`src/rtl/regfile_pkg.sv`:
```
// Shared types and default dimensions for the register-file write arbiter.
// The FSM encoding is fixed so debug probes can decode the state directly.
package regfile_pkg;

    localparam int DEF_NREQ  = 4;
    localparam int DEF_DEPTH = 8;
    localparam int DEF_AW    = 3;
    localparam int DEF_DW    = 4;

    typedef enum logic [1:0] {
        ST_IDLE  = 2'd0,
        ST_CLEAR = 2'd1,
        ST_DONE  = 2'd2
    } state_t;

endpackage

```
`src/rtl/rr_arbiter.sv`:
```
// Combinational round-robin picker: the first asserted request at or after
// the pointer, wrapping modulo NREQ, gets a one-hot grant and its index.
module rr_arbiter #(
    parameter int NREQ = 4,
    parameter int PW   = $clog2(NREQ)
) (
    input  logic [NREQ-1:0] i_req,
    input  logic [PW-1:0]   i_ptr,
    output logic [NREQ-1:0] o_grant,
    output logic [PW-1:0]   o_idx,
    output logic            o_any
);

    always_comb begin
        o_grant = '0;
        o_idx   = '0;
        o_any   = 1'b0;
        for (int k = 0; k < NREQ; k++) begin
            if (!o_any && i_req[(int'(i_ptr) + k) % NREQ]) begin
                o_any                               = 1'b1;
                o_grant[(int'(i_ptr) + k) % NREQ]   = 1'b1;
                o_idx                               = PW'((int'(i_ptr) + k) % NREQ);
            end
        end
    end

endmodule

```
`src/rtl/regfile_write_arbiter.sv`:
```
// Shares the register file's single write port among NREQ requesters and
// runs a one-register-per-cycle clear sweep on request.
module regfile_write_arbiter
    import regfile_pkg::*;
#(
    parameter int NREQ  = DEF_NREQ,
    parameter int DEPTH = DEF_DEPTH,
    parameter int AW    = DEF_AW,
    parameter int DW    = DEF_DW
) (
    input  logic               i_clk,
    input  logic               i_rst,
    input  logic [NREQ-1:0]    i_req_valid,
    input  logic [NREQ*AW-1:0] i_req_addr,
    input  logic [NREQ*DW-1:0] i_req_data,
    output logic [NREQ-1:0]    o_req_ready,
    input  logic               i_clr_start,
    output logic               o_clr_busy,
    output logic               o_clr_done,
    output logic               o_wr_en,
    output logic [AW-1:0]      o_wr_addr,
    output logic [DW-1:0]      o_wr_data,
    output logic [AW-1:0]      o_grant_id
);

    localparam int PW = $clog2(NREQ);

    state_t          r_state;
    logic [PW-1:0]   r_ptr;
    logic [AW-1:0]   r_cnt;
    logic            r_wr_en;
    logic [AW-1:0]   r_wr_addr;
    logic [DW-1:0]   r_wr_data;
    logic [AW-1:0]   r_grant_id;
    logic            r_clr_busy;
    logic            r_clr_done;

    logic [NREQ-1:0] w_grant;
    logic [PW-1:0]   w_idx;
    logic            w_any;
    logic            w_arb_en;
    logic            w_accept;
    logic [PW-1:0]   w_ptr_next;
    logic [AW-1:0]   w_sel_addr;
    logic [DW-1:0]   w_sel_data;

    rr_arbiter #(
        .NREQ (NREQ),
        .PW   (PW)
    ) u_arb (
        .i_req   (i_req_valid),
        .i_ptr   (r_ptr),
        .o_grant (w_grant),
        .o_idx   (w_idx),
        .o_any   (w_any)
    );

    // A clear request in the same cycle pre-empts any grant.
    assign w_arb_en    = (r_state == ST_IDLE) && !i_clr_start && !i_rst;
    assign w_accept    = w_arb_en && w_any;
    assign o_req_ready = w_arb_en ? w_grant : '0;
    assign w_ptr_next  = (w_idx == PW'(NREQ - 1)) ? '0 : w_idx + PW'(1);

    always_comb begin
        w_sel_addr = '0;
        w_sel_data = '0;
        for (int i = 0; i < NREQ; i++) begin
            if (w_grant[i]) begin
                w_sel_addr = i_req_addr[i*AW +: AW];
                w_sel_data = i_req_data[i*DW +: DW];
            end
        end
    end

    // The first sweep write is issued on the clr_start edge itself, so busy
    // covers exactly the DEPTH cycles in which sweep writes are on the port.
    always_ff @(posedge i_clk or posedge i_rst) begin
        if (i_rst) begin
            r_state    <= ST_IDLE;
            r_ptr      <= '0;
            r_cnt      <= '0;
            r_wr_en    <= 1'b0;
            r_wr_addr  <= '0;
            r_wr_data  <= '0;
            r_grant_id <= '0;
            r_clr_busy <= 1'b0;
            r_clr_done <= 1'b0;
        end else begin
            r_clr_done <= 1'b0;
            case (r_state)
                ST_IDLE: begin
                    if (i_clr_start) begin
                        r_state    <= ST_CLEAR;
                        r_wr_en    <= 1'b1;
                        r_wr_addr  <= '0;
                        r_wr_data  <= '0;
                        r_cnt      <= AW'(1);
                        r_clr_busy <= 1'b1;
                    end else if (w_accept) begin
                        r_wr_en    <= 1'b1;
                        r_wr_addr  <= w_sel_addr;
                        r_wr_data  <= w_sel_data;
                        r_grant_id <= AW'(w_idx);
                        r_ptr      <= w_ptr_next;
                    end else begin
                        r_wr_en    <= 1'b0;
                    end
                end
                ST_CLEAR: begin
                    r_wr_en   <= 1'b1;
                    r_wr_addr <= r_cnt;
                    r_wr_data <= '0;
                    r_cnt     <= r_cnt + AW'(1);
                    if (r_cnt == AW'(DEPTH - 1)) begin
                        r_state <= ST_DONE;
                    end
                end
                ST_DONE: begin
                    r_wr_en    <= 1'b0;
                    r_clr_busy <= 1'b0;
                    r_clr_done <= 1'b1;
                    r_state    <= ST_IDLE;
                end
                default: begin
                    r_state    <= ST_IDLE;
                    r_wr_en    <= 1'b0;
                    r_clr_busy <= 1'b0;
                end
            endcase
        end
    end

    assign o_wr_en    = r_wr_en;
    assign o_wr_addr  = r_wr_addr;
    assign o_wr_data  = r_wr_data;
    assign o_grant_id = r_grant_id;
    assign o_clr_busy = r_clr_busy;
    assign o_clr_done = r_clr_done;

endmodule
```
`config.mk`:
```
export PLATFORM = sky130hd
export DESIGN_NAME = regfile_write_arbiter
export DESIGN_NICKNAME = d
export VERILOG_FILES = /design/src/rtl/regfile_pkg.sv /design/src/rtl/rr_arbiter.sv /design/src/rtl/regfile_write_arbiter.sv
export SDC_FILE = /design/constraint.sdc
export NUM_CORES = 1
export LEC_CHECK = 0
export CORE_MARGIN = 2
export CORE_UTILIZATION = 52
export CTS_BUF_LIST = sky130_fd_sc_hd__clkbuf_2
export CTS_CLUSTER_DIAMETER = 80
export DETAILED_ROUTE_END_ITERATION = 6
export GPL_TIMING_DRIVEN = 0
export PLACE_DENSITY_LB_ADDON = 0.1
export SLEW_MARGIN = 20
export SYNTH_ARGS = -nofsm -noshare
export SYNTH_HDL_FRONTEND = slang
export SYNTH_SLANG_ARGS = --single-unit
```
`constraint.sdc`:
```
create_clock -name i_clk -period 9.8 [get_ports i_clk]
set_clock_uncertainty 0.05 [all_clocks]
set_input_delay 1.96 -clock i_clk [delete_from_list [all_inputs] [get_ports i_clk]]
set_output_delay 1.96 -clock i_clk [all_outputs]
set_load 0.005 [all_outputs]
```
Word level (Yosys, flattened, before mapping)
Cells that the tools add are included.
{"block": "op_classes", "addsub": 5, "magnitude_cmp": 8, "n_eq_ne": 7, "muxes": 58, "n_bitwise": 8, "reduce_logical": 25}
{"cell": "$mux W4", "n": 11}
{"cell": "$mux W3", "n": 7}
{"cell": "$mux W1", "n": 19}
{"cell": "$mux W2", "n": 7}
{"cell": "$lt A3 B4 Y1 const B", "n": 3}
{"cell": "$or A4 B4 Y4", "n": 3}
{"cell": "$pmux W3 S2", "n": 2}
{"cell": "$logic_and A1 B1 Y1", "n": 10}
{"cell": "$ge A3 B1 Y1 const B", "n": 3}
{"cell": "$bmux W1 S2", "n": 4}
{"cell": "$demux W1 S2", "n": 4}
{"cell": "$pmux W4 S2", "n": 1}
{"cell": "$reduce_and A2 Y1", "n": 4}
{"cell": "$reduce_or A2 Y1", "n": 3}
{"cell": "$logic_not A1 Y1", "n": 5}
{"cell": "$add A2 B1 Y2 const B", "n": 2}
{"cell": "$add A2 B2 Y2 const B", "n": 2}
{"cell": "$eq A2 B2 Y1 const B", "n": 2}
{"cell": "$ne A2 B2 Y1 const B", "n": 2}
{"cell": "$pmux W1 S2", "n": 2}
{"cell": "$pmux W2 S2", "n": 1}
{"cell": "$add A3 B1 Y3 const B", "n": 1}
{"cell": "$and A1 B1 Y1 const A", "n": 3}
{"cell": "$eq A3 B3 Y1 const B", "n": 1}
{"cell": "8 further kinds", "n": 9}
{"block": "word_totals", "ff_bits": 19, "output_inout_bits": 17}

Logic depth before layout (Yosys ltp)
Gate-level depths: netlist of the first run.
{"block": "depth", "ltp_word": 21, "mapped_depth": 12, "depth_no_buf": 8}

Modules after synthesis
Synthesis of the first run repeated with hierarchy kept, for this count alone.
{"block": "hier_totals", "hier_cells": 139, "hier_area_um2": 1478.9}
{"module": "regfile_write_arbiter", "instances": 1, "cells_each": 94, "area_per_inst_um2": 1059.8, "seq_area_each_um2": 475.5}
{"module": "rr_arbiter", "instances": 1, "cells_each": 45, "area_per_inst_um2": 419.2, "seq_area_each_um2": 0.0}

Least setup slack after synthesis of the first run
Ideal clock, no wire load.
{"block": "synth_path", "path_type": "input to output", "start": "in i_req_valid[0]", "end": "out o_req_ready[3]", "arrival_time_ps": 3688, "required_ps": 7790, "setup_slack_ps": 4102, "path_stages": 7, "n_path_buf": 2, "cell_sequence": "buf_4 -> mux4_2 -> nor3b_1 -> a221o_2 -> or2_4 -> buf_6 -> nor2b_1"}
{"block": "synth_between", "elab_chain_cells": 13}
{"element": "from (decl)", "line": "regfile_write_arbiter.sv:13", "source": "input logic [NREQ-1:0] i_req_valid,"}
{"element": "$bmux W1 S2", "line": "rr_arbiter.sv:19", "source": "if (!o_any && i_req[(int'(i_ptr) + k) % NREQ]) begin"}
{"element": "$mux W1 (implied by the code)", "line": "rr_arbiter.sv:19"}
{"element": "$mux W1", "line": "rr_arbiter.sv:19"}
{"element": "$logic_not A1 Y1", "line": "rr_arbiter.sv:19"}
{"element": "$logic_and A1 B1 Y1", "line": "rr_arbiter.sv:19"}
{"element": "$mux W1", "line": "rr_arbiter.sv:19"}
{"element": "$logic_not A1 Y1", "line": "rr_arbiter.sv:19"}
{"element": "$logic_and A1 B1 Y1", "line": "rr_arbiter.sv:19"}
{"element": "$mux W1", "line": "rr_arbiter.sv:19"}
{"element": "$logic_not A1 Y1", "line": "rr_arbiter.sv:19"}
{"element": "$logic_and A1 B1 Y1", "line": "rr_arbiter.sv:19"}
{"element": "$mux W4 (*)", "line": "rr_arbiter.sv:19"}
{"element": "$mux W4 (*)", "line": "regfile_write_arbiter.sv:61", "source": "assign o_req_ready = w_arb_en ? w_grant : '0;"}
{"element": "to (decl)", "line": "regfile_write_arbiter.sv:16", "source": "output logic [NREQ-1:0] o_req_ready,"}
Mark *: on every way between the ends. The rest lies on a longest branch, timed or not. The select of a mux whose other input is x is not followed.

Worst setup path in the final report of the first run
{"block": "layout_path", "start": "in i_req_valid[2]", "end": "out o_req_ready[3]"}
Same word-level chain as after synthesis.

==> results of run 1 <==
cells by family after synthesis:
family	count (synthesis)	synth area share, %
AO/OA/AOI/OAI	79	37.4
XOR/XNOR	1	0.528
adder cells (fa/ha/maj)	9	6.79
buffers and inverters	21	6.34
flip-flops	19	28.7
multiplexers	6	5.96
other	1	0.226
AND/OR/NAND/NOR	43	14.1
area by class of cell:
type                       instances  area [sq um]
buffer                            11          67.6
clock buffer                       3          15.0
clock inverter                     1          7.51
fill                             266           817
inverter                          10          37.5
multi-input combinational        139          1080
sequential                        19           475
tap                               44          55.1
timing repair buffer              50           500
through the flow:
| stage | hold WS [ps] | total power (uW) |
|---|---|---|
| finish | 449 | 610 |
| global route | 473 | 660 |
| CTS | 449 | 607 |
| detailed placement | 426 | 570 |
| global placement | 415 | 553 |
| floorplan | 396 | 443 |
power by group:
| part | switching [uW] | leakage, uW | internal (uW) | total, uW |
|---|---|---|---|---|
| Combinational | 243 | 0.000659 | 198 | 441 |
| Sequential | 26.0 | 0.000236 | 107 | 133 |
| Clock | 26.1 | 0.0000126 | 9.50 | 35.6 |
state kept, by name, summed over array words and instances (netlist names), named ones only:
signal / count
o_clr_busy: 1
r_state: 2
r_ptr: 1
o_wr_en: 1
o_grant_id: 2
r_cnt: 3
o_clr_done: 1
o_wr_addr: 3
o_wr_data: 4
cells in the final DEF (no fill, tap or decap), types with 2 or more instances in the layout:
cell | Yosys | layout
a221oi_2 | 2 | 2
ha_1 | 9 | 9
o21bai_1 | 8 | 8
a221o_1 | 3 | 3
o22ai_1 | 3 | 3
buf_4 | 2 | 2
nor2_1 | 11 | 11
a211oi_1 | 9 | 9
nand2_1 | 13 | 13
buf_6 | 2 | 2
a31oi_1 | 4 | 4
o21ai_0 | 6 | 6
a22o_1 | 5 | 5
clkbuf_1 | 4 | 4
nor2b_1 | 4 | 4
o211ai_1 | 2 | 2
clkbuf_2 | 0 | 3
a22oi_1 | 10 | 10
or2_2 | 2 | 2
nor3b_1 | 4 | 4
o311ai_2 | 2 | 2
inv_1 | 10 | 10
dfrtp_1 | 19 | 19
mux4_2 | 3 | 3
a21oi_1 | 8 | 8
and3b_1 | 2 | 2
clkdlybuf4s50_1 | 0 | 50
o311ai_0 | 5 | 5
buf_2 | 3 | 3
mux2i_1 | 2 | 2
a32oi_1 | 4 | 4
cell usage after synthesis, drive strengths merged (2+ instances only):
cell type / count
a32oi: 4
o211ai: 2
o21ai: 6
mux4: 3
inv: 10
or2: 3
nor2: 11
a211oi: 9
buf: 7
and3b: 2
o21bai: 8
a221oi: 3
a22o: 5
clkbuf: 4
nand2: 13
ha: 9
a22oi: 10
a21oi: 8
nor2b: 4
dfrtp: 19
a31oi: 4
o22ai: 3
o311ai: 7
mux2i: 2
a221o: 4
nor3b: 5
per-layer routing:
metal | global-route usage (%) | wire (um) | up-vias
met5 | 0 | 0 | -
met4 | 12.1 | 57 | 0
met3 | 3.20 | 319 | 6
met2 | 44.7 | 2300 | 88
met1 | 34.8 | 2010 | 843
li1 | - | - | 816
worst paths after layout:
check                                                 end  slack, ps  cells after the start
max in group asynchronous        o_wr_addr[0]$_DFFE_PP0P_       7170                      2
worst max register to register   o_wr_addr[2]$_DFFE_PP0P_       5850                     12
worst min register to register       o_clr_done$_DFF_PP0_        450                      1
min in group asynchronous       o_grant_id[0]$_DFFE_PP0P_       2070                      2
worst min-delay path                 o_clr_done$_DFF_PP0_        450                      1
worst max-delay path                       o_req_ready[3]       2650                      9
==> summary.md, run 1 <==
| Metric | Value |
|---|---|
| Mean Syn Cell Area | slightly above 9 sq um |
| Die area | 0.00366 sq mm |
| Post-Syn Instances | 179 |
| Number of global-route vias before repair | 1634 |
| Worst-case clock buffer depth | 2 |
| Area of the core | 0.00305 sq mm |
| DRT Pass-1 Iters | 4 |
| First-pass GRT wire length | 7390 um |
| Syn Nets | 223 |
| Clock Pin Slew Worst Setup and Hold Paths | 190 ps |
| Routed vias | 1753 |
| Vias per inst | 6.33 |
| CTS Root Cell | clkbuf_2 |
| # port buffers | 50 |
| Critical path peak fanout | 10 |
| #FFs+latches synth | 19 |
| Post-Route Utilization | 73.2% |
| Mapped Area | 0.00166 sq mm |
| Final setup vio count | 0 |
| ANT cells | 0 |
| Routability cong. | approximately 0.84 |
| DR iter-0 viols | 126 |
| CP Buf/Inv Count | 4 |
| Worst setup SP type | primary input |
| Final Critical Period | about 7000 ps |
| Fin nets | roughly 280 |
| Die Wd | 60.5 um |
| DRC | 0 |
| Area after DPL | roughly 0.0022 sq mm |
| Largest stage delay, worst path | approximately 800 ps |
| Max-Cap Viols | 0 |
| Most frequent CP cell | clkdlybuf4s50_1 |
| Pre-CTS setup slack | 2710 ps |
| Sequential-to-total area share from yosys stat | between 20 and 30% |
| Relative slew slack | approximately 34% |
| Layout cells sized above 1 | 10.3% |
| Worst Setup Slack, final | 2650 ps |
| Clk sinks | 19 |
| Aggregate global routing overflow | 0 |
| EDFF count, synth | 0 |
| GRT Util Overall | 26.8% |
| Outcome | complete, no violations |
| RSZ-0062 raised after global routing | false |
| Yosys top cell area share | 28.7% |
| Pins Over Slew Limit | 0 |
| CTS tree | built |
| DRT Wirelength | 4700 um |
| Worst min path class | flop to flop |
| Post-Place Cells | 273 |
| Synthesis warning total | 0 |
| Critical path class | primary input to primary output |
| # hold bufs at CTS | 0 |
| Initial antenna violation count | 0 |
| Arrival time worst endpoint | 5140 ps |
| Asr flop ratio synth | 100% |
| Crit. End Element | primary output |
| Post-route ant nets | 0 |
| Critical Path Start | i_req_valid[2] |
| Setup TNS | 0 ps |
| Die span in y | 60.5 um |
| Max VDD drop | roughly 170 uV |
| LEAKAGE | between 0.0009 and 0.001 uW |
| P&R area growth vs syn | 34.9% |
| Top-Level Pins | 52 |
| Non-filler cells in the finished layout | 277 |
| HPWL Detailed | 3500 um |
| Share of the clock period used by the worst path | between 70 and 80% |
| Cell area power density | 273 mW/mm^2 |
| Post-CTS setup buffers | 0 |
| Hold Crit Start | r_state[0]$_DFFE_PP0P_ |
| Final instance area | between 0.002 and 0.0025 sq mm |
| Initial Util | 54.3% |
| Rows | 20 |
| Worst-Skew Late Latency | a little over 300 ps |
| CTS resizes | 0 |
| CP top delay family | buffers and inverters |
| H-tree depth | 1 |
| Largest net degree at the start of global routing | 20 |
| Cell taking the most area after synthesis | dfrtp_1 |
| Tightest Pin Transition | 988 ps |
| Num CTS Buffers | 3 |
| Crit path required time | 7790 ps |
| Prevailing post-synth register cell | dfrtp_1 |
| Per-cell routed wire length | roughly 17 um |
| Crit path cell chain | clkdlybuf4s50_1 > clkbuf_1 > and3b_1 > o2111ai_1 > a21boi_0 > or2_4 > buf_6 > nor2b_1 > clkdlybuf4s50_1 |
| Critical path's slowest cell | a21boi_0 |
| Final Hold Viols | 0 |
| Synth top area cells | dfrtp_1, ha_1, a22oi_1, a211oi_1, mux4_2 |
| FMAX | roughly 0.14 GHz |
| Netlist cell types | 47 |
(Power assumes the default switching activity.)
==> run 2: changes to the inputs <==
- CORE_UTILIZATION: 52 -> 44
- clock period: 9.8 -> 6.3 ns (I/O delays scaled with it)
==> run 2 against run 1 <==
Via count fell by 2.8%. Highest routed layer unchanged. Power rose by 58%. Critical path type is now flop to primary output. Largest power group unchanged. Sequential power rose by 55%. Global-route usage fell by 2.1 points.
==> summary.md, run 2 (synthesis results as in run 1) <==
| Metric | Value |
|---|---|
| DR iter-0 viols | 116 |
| First-pass GRT wire length | 8290 um |
| Critical path class | flop to primary output |
| CTS resizes | 0 |
| Final setup vio count | 0 |
| Routed vias | 1704 |
| Setup TNS | 0 ps |
| Outcome | complete, no violations |
| DRC | 0 |
| Die span in y | 65.4 um |
| Fillers | 327 |
| Tot Pwr | 965 uW |
| Number of global-route vias before repair | 1744 |
| Pins Over Slew Limit | 0 |
| Clock Pin Slew Worst Setup and Hold Paths | 230 ps |
| Num CTS Buffers | 3 |
| Largest net degree at the start of global routing | 20 |
| Fin nets | 278 |
| Routability cong. | between 0.8 and 0.9 |
| Top-Level Pins | 52 |
| Max VDD drop | 267 uV |
| Worst-case clock buffer depth | 2 |
| Clk sinks | 19 |
| Die area | about 0.0043 sq mm |
| Aggregate global routing overflow | 0 |
| Worst min path class | flop to flop |
| Max reg flops | 4 |
| GRT Util Overall | 24.7% |
| Final Critical Period | ~5700 ps |
| HPWL Detailed | 3730 um |
| Arrival time worst endpoint | 4440 ps |
| Worst Setup Slack, final | between 500 and 600 ps |
| # hold bufs at CTS | 0 |
| Max-Cap Viols | 0 |
| Post-CTS setup buffers | 0 |
| Worst Hold Slack | about 470 ps |
| Layout cells sized above 1 | 10.3% |
| RSZ-0062 raised after global routing | false |
| Worst setup SP type | flop |
| Initial antenna violation count | 0 |
| FMAX | roughly 0.17 GHz |
| H-tree depth | 1 |
| Per-cell routed wire length | 17.8 um |
| # port buffers | 50 |
| Area of the core | 0.00363 sq mm |
| LEAKAGE | 0.000908 uW |
| Relative slew slack | 35.6% |
| Tightest Pin Transition | about 960 ps |
| Share of the clock period used by the worst path | between 90% and 100% |
| Worst-Skew Late Latency | 350 ps |
| Pre-CTS setup slack | 614 ps |
| Rows | 22 |
| Crit path required time | 4990 ps |
| P&R area growth vs syn | 35.2% |
| ANT cells | 0 |
| Post-route ant nets | 0 |
| DRT Pass-1 Iters | 4 |
| Final Hold Viols | 0 |
| Commonest non-fill, non-tap cell in the layout | clkdlybuf4s50_1 |
| CTS tree | built |
| Cell area power density | approximately 430 mW/mm^2 |
| Crit. End Element | primary output |
| Die Wd | around 65 um |
| Critical path peak fanout | 10 |
| DRT Wirelength | 4990 um |
| CTS Root Cell | clkbuf_2 |
| Initial Util | 45.6% |
| Most frequent cells in the layout | clkdlybuf4s50_1, dfrtp_1, nand2_1 |
| Vias per inst | 6.06 |
[run 2: cell counts in the layout (fill, tap and decap cells not counted)]
No cell type changed its count.
[run 2: stage by stage]
stage	std cells	util (%)	instance area (sq um)
6_report	281	61.7	2240
3_5_place_dp	277	61.1	2220
3_3_place_gp	277	61.1	2220
2_1_floorplan	179	-	1660
4_1_cts	281	61.7	2240
5_1_grt	281	61.7	2240
[run 2: report_power, final]
part	total, uW	switching, uW	internal (uW)	leakage (uW)
logic	697	388	309	0.000659
registers	206	40.3	166	0.000236
clock network	62.0	47.3	14.7	0.0000126
total	965	475	490	0.000908
[run 2: metal layers]
layer	vias up	track usage (%)	part of all wire (%)	wire length (um)
li1	806	-	-	-
met5	-	0	0	0
met2	39	46.9	52	2580
met3	2	2.74	3.5	175
met1	857	30.4	45	2220
met4	0	3.65	0.34	17
[run 2: path summary, 6_finish.rpt]
kind	startpoint	to	slack [ps]	cells after the start
max	flop	o_req_ready[3]	550	12
max reg2reg	flop	o_wr_addr[1]$_DFFE_PP0P_	2280	12
min	r_state[0]$_DFFE_PP0P_	r_state[0]$_DFFE_PP0P_	470	1
min reg2reg	r_state[0]$_DFFE_PP0P_	r_state[0]$_DFFE_PP0P_	470	1
min in group asynchronous	i_rst	r_cnt[1]$_DFFE_PP0P_	1310	2
max in group asynchronous	i_rst	o_wr_data[1]$_DFFE_PP0P_	4410	2
[run 2: area by class of cell]
type,instances,area [sq um],share of cell area (%)
Buffer,11,67.6,3.02
Clock buffer,3,15.0,0.670
Clock inverter,1,7.51,0.335
Inverter,10,37.5,1.68
Multi-Input combinational cell,139,1080,48.1
Sequential cell,19,475,21.2
Tap cell,48,60.1,2.68
Timing Repair Buffer,50,500,22.3
[run 2: critical path, cell delays in order (launching register included)]
cell	delay (ps)
dfrtp_1	460
buf_2	240
clkbuf_1	400
inv_1	230
ha_1	350
buf_6	140
mux4_2	620
nor3b_4	340
a221o_2	300
or2_4	180
buf_6	150
nor2b_1	160
clkdlybuf4s50_1	520
==> run 3: changes to the inputs <==
- ABC_AREA: default -> 1
- CORE_UTILIZATION: 44 -> 43
==> run 3 against run 2 <==
Area after synthesis is 5.3% lower. Critical path depth rose by 1. Largest cell class unchanged. Sequential power is 5% higher. Highest routed layer is now met3. Register-to-register slack improved by 1400 ps. Sequential cell count unchanged. Count of clock-buffer cells in the layout up 1. Final cell count up 20%. Via count fell by 4.9%. Worst setup slack gained 1100 ps. Die area fell by 2.9%. Maximum frequency rose by 25%. Synthesized cell count increased by 33%.
==> summary.md, run 3 <==
| Metric | Value |
|---|---|
| Commonest non-fill, non-tap cell in the layout | nand2_1 |
| Most frequent CP cell | inv_1 |
| Initial antenna violation count | 0 |
| Post-CTS setup buffers | 0 |
| Area after DPL | about 0.0021 sq mm |
| ANT cells | 0 |
| Final instance area | 0.00215 sq mm |
| Crit. End Element | primary output |
| Die span in y | 64.4 um |
| Syn Nets | 282 |
| Max reg flops | 4 |
| CTS tree | built |
| Register area | about 480 sq um |
| Post-Syn Instances | around 240 |
| Per-cell routed wire length | 10.9 um |
| Setup TNS | 0 ps |
| DRT Wirelength | 3700 um |
| Critical path's slowest cell | clkdlybuf4s50_1 |
| Crit path cell chain | clkdlybuf4s50_1 > inv_1 > nand2_1 > nand3_2 > nand2_4 > nor2_8 > nand3_4 > nor2_1 > inv_1 > nand2_2 > nand2_1 > inv_1 > clkdlybuf4s50_1 |
| Routed vias | 1620 |
| Sequential-to-total area share from yosys stat | 30.3% |
| Worst-case clock buffer depth | 2 |
| Top-Level Pins | 52 |
| Number of global-route vias before repair | 1403 |
| # port buffers | 50 |
| Met2 Track Usage GR | 29.4% |
| Die Wd | 64.4 um |
| Most frequent cells in the layout | nand2_1, clkdlybuf4s50_1, inv_1 |
| Fillers | ~330 |
| Max VDD drop | 227 uV |
| Max-Cap Viols | 0 |
| Rows | 21 |
| Share of the clock period used by the worst path | 73.2% |
| Worst-Skew Late Latency | 290 ps |
| Worst reg2reg setup slack | between 3000 and 4000 ps |
| Mapped Area | 0.00157 sq mm |
| Critical Path Start | i_req_valid[3] |
| Final Hold Viols | 0 |
| CTS resizes | 0 |
| Worst setup SP type | primary input |
| Largest net degree at the start of global routing | 22 |
| Routability cong. | 0.807 |
| DRC | 0 |
| LEAKAGE | 0.00113 uW |
| EDFF count, synth | 0 |
| Largest stage delay, worst path | 480 ps |
| Layout cells sized above 1 | just over 8% |
| Synth top area cells | dfrtp_1, nand2_1, inv_1, ha_1, nand3_1 |
| Tightest Pin Transition | around 760 ps |
| Pre-CTS setup slack | 1670 ps |
| Critical path peak fanout | 8 |
| CTS Root Cell | clkbuf_2 |
| Post-synth top cells | nand2_1, inv_1, dfrtp_1 |
| H-tree depth | 1 |
| DRT Pass-1 Iters | 4 |
| HPWL Detailed | 2930 um |
| Die area | 0.00415 sq mm |
| Pins Over Slew Limit | 0 |
| Cell area power density | ~470 mW/mm^2 |
| FMAX | 0.217 GHz |
| Area of the core | about 0.0034 sq mm |
| GRT Util Overall | 18.2% |
| Cell taking the most area after synthesis | dfrtp_1 |
| Mean Syn Cell Area | between 6 and 7 sq um |
| First-pass GRT wire length | 6140 um |
| Multi-input logic area | approximately 950 sq um |
| Most used routing layer | met2 |
| Hold Crit Start | o_wr_data[2]$_DFFE_PP0P_ |
| Aggregate global routing overflow | 0 |
| DR iter-0 viols | 81 |
| P&R area growth vs syn | 36.8% |
| Final Critical Period | around 4600 ps |
| Critical path class | primary input to primary output |
| Met3 Usage GRT | 3.99% |
| Tot Pwr | roughly 1000 uW |
| Num CTS Buffers | 3 |
| Most common cell in the netlist | nand2_1 |
| Vias per inst | roughly 4.8 |
| Netlist cell types | 28 |
| Arrival time worst endpoint | about 3300 ps |
| Fin nets | 337 |
| Clk sinks | 19 |
| Crit path required time | around 5000 ps |
| Relative slew slack | 49.3% |
| Yosys top cell area share | slightly above 30% |
| # hold bufs at CTS | 0 |
| #FFs+latches synth | 19 |
| Prevailing post-synth register cell | dfrtp_1 |
| Worst min path class | flop to flop |
| Met1 Use GR | 26.4% |
| Final setup vio count | 0 |
| Post-route ant nets | 0 |
| Worst Setup Slack, final | 1690 ps |
| Clock Pin Slew Worst Setup and Hold Paths | 170 ps |
| Outcome | complete, no violations |
| Initial Util | about 46% |
| RSZ-0062 raised after global routing | false |
| Asr flop ratio synth | 100% |
| Synthesis warning total | 0 |
==> run 3: cell count changes after synthesis, moves of 5 or more <==
cell / previous run / this run
inv_1: 10 / 32
a21oi_1: 8 / 15
or2_0: 0 / 5
nand2_1: 13 / 86
nand3_1: 0 / 18
o21bai_1: 8 / 0
o311ai_0: 5 / 0
a211oi_1: 9 / 0
a22oi_1: 10 / 1
nand2_2: 0 / 6
a22o_1: 5 / 0
==> run 3: path summary, 6_finish.rpt <==
kind / depth (start not counted) / endpoint
max in group asynchronous: 2 / r_cnt[1]$_DFFE_PP0P_
worst max-delay path: 13 / o_req_ready[1]
worst min register to register: 2 / o_wr_data[2]$_DFFE_PP0P_
min in group asynchronous: 2 / o_wr_addr[2]$_DFFE_PP0P_
worst max register to register: 14 / o_wr_data[2]$_DFFE_PP0P_
worst min-delay path: 2 / o_wr_data[2]$_DFFE_PP0P_
==> run 3: where the power goes <==
part / internal (uW) / switching [uW]
clock: 16.8 / 34.4
combinational: 294 / 456
sequential: 172 / 44.4
total: 483 / 535
==> run 3: kinds of logic after synthesis <==
group | after synthesis | synth area share, %
AOI/OAI and AO/OA | 33 | 12.4
adders and majority gates | 9 | 7.17
buffers and inverters | 38 | 9.48
DFF | 19 | 30.3
other | 1 | 0.239
and+or+nand+nor | 138 | 40.5
==> run 3: layout make-up <==
type	instances	area share (%)
multi-input combinational	181	44.0
timing repair buffer	50	23.3
sequential	19	22.1
inverter	37	6.58
tap	46	2.68
clock buffer	4	0.932
buffer	1	0.349
==> run 3: worst max-delay path, delay by kind of cell <==
| family | cells | cell delay, ps |
|---|---|---|
| buf+inv | 5 | 1080 |
| simple gates | 8 | 960 |
==> run 3: metrics by stage <==
step                instances  hold slack, ps  util, %
floorplan                 238             422        -
detailed placement        334             420     62.3
global placement          334             414     62.3
finish                    338             451     62.9
global route              338             482     62.9
CTS                       338             459     62.9
==> run 3: layer usage <==
layer  up-vias  share of wire [%]
met5         -                  0
met4         0                  0
met3         0                8.1
met2        57                 44
met1       701                 48
li1        862                  -
==> edit, RTL diff (flow settings as in run 2) <==
Change the package constant `DEF_AW` from 3 to 2.
--- a/src/rtl/regfile_pkg.sv
+++ b/src/rtl/regfile_pkg.sv
@@ -5,5 +5,5 @@
     localparam int DEF_NREQ  = 4;
     localparam int DEF_DEPTH = 8;
-    localparam int DEF_AW    = 3;
+    localparam int DEF_AW    = 2;
     localparam int DEF_DW    = 4;
 
Interface: changed (resized i_req_addr, o_grant_id and o_wr_addr); port bits go from 52 to 46. No check against the original RTL was run, so the function may have changed too.
==> edit against run 2 <==
Routed wire length decreased by 13%. Design area decreased by 5.5%. Power decreased by 10%. Largest cell class unchanged. Synthesized area decreased by 4.2%. Register-to-register slack improved by 0.38 ns. Sequential share of layout area decreased by 1.1 points. Setup slack improved by 0.43 ns. First-iteration DRC count decreased by 32%. Critical path type is now in -> out. Sequential cell count decreased by 2. Final cell count decreased by 4.3%.
==> edit: results (changes against run 2) <==
status=completed (unchanged); Yosys cell types=49 (was 47); Seq cells=17 (was 19); internal cell power=469 µW (was 490 µW); reg-to-reg slack, setup=2.66 ns (was 2.28 ns); M1 wire length=1990 µm (was 2220 µm); Layout clock area frac=1.06% (was 1.01%); Worst-path clk slew=0.18 ns (was 0.23 ns); routed via count=1,547 (was 1,704); maximum vdd drop=0.000285 V (was 0.000267 V); Hold EP=o_clr_done (was r_state[0]); first-iteration detailed-routing DRC count=79 (was 116); Non-clk bufs=58 (was 61); non-clk buf share=25.8% (was 25.3%); share of post-route cells with drive strength above 1=13.5% (was 10.3%); WL met2=2120 µm (was 2580 µm); wirelength, routed=4330 µm (was 4990 µm); Leakage Power=0.882 nW (was 0.908 nW); GRT met1 Usage=27.8% (was 30.4%); fill cell count=304 (was 327); reg2reg end=o_wr_data[1] (was o_wr_addr[1]); Max stage delay on crit path=0.60 ns (was 0.62 ns); Final nets=263 (was 278); commonest cells in the netlist=17 x dfrtp_1, 13 x a21oi_1, 13 x nor2_1, 12 x inv_1, 8 x ha_1 (was 19 x dfrtp_1, 13 x nand2_1, 11 x nor2_1, 10 x a22oi_1, 10 x inv_1); largest net degree at the start of global routing=18 (was 20); PortBufs=45 (was 50); Yosys top cell area share=26.8% (was 28.7%); Synth Net Count=213 (was 223); R2R depth=10 (was 12); area of the multi-input gates=0.00102 mm² (was 0.00108 mm²); M2 GR Usage=37.4% (was 46.9%); Clock Latency Late Sink=0.31 ns (was 0.35 ns); multi-input gates=132 (was 139); sequential-to-total area share from yosys stat=26.8% (was 28.7%)
## edit: kinds of logic after synthesis
group	after synthesis	synth area share, %
AO/OA/AOI/OAI	64	31.0
adder cells (fa/ha/maj)	8	6.30
buffers and inverters	25	8.90
flip-flops	17	26.8
multiplexers	10	8.83
AND/OR/NAND/NOR	50	18.2
## edit: power by group through the flow
stage	registers [mW]	logic, mW	clock network (mW)
floorplan	0.184	0.447	0
global placement	0.189	0.592	0
detailed placement	0.191	0.620	0
CTS	0.189	0.621	0.0531
global route	0.194	0.687	0.0592
finish	0.188	0.626	0.0527
## edit: through the flow
step           cell area [µm²]  power, mW  hold slack, ns  cells  util (%)
3_3_place_gp              2100      0.781           0.410    265      61.8
4_1_cts                   2120      0.863           0.454    269      62.5
6_report                  2120      0.867           0.451    269      62.5
3_5_place_dp              2100      0.811           0.415    265      61.8
2_1_floorplan             1590      0.631           0.396    174         -
5_1_grt                   2120      0.941           0.476    269      62.5
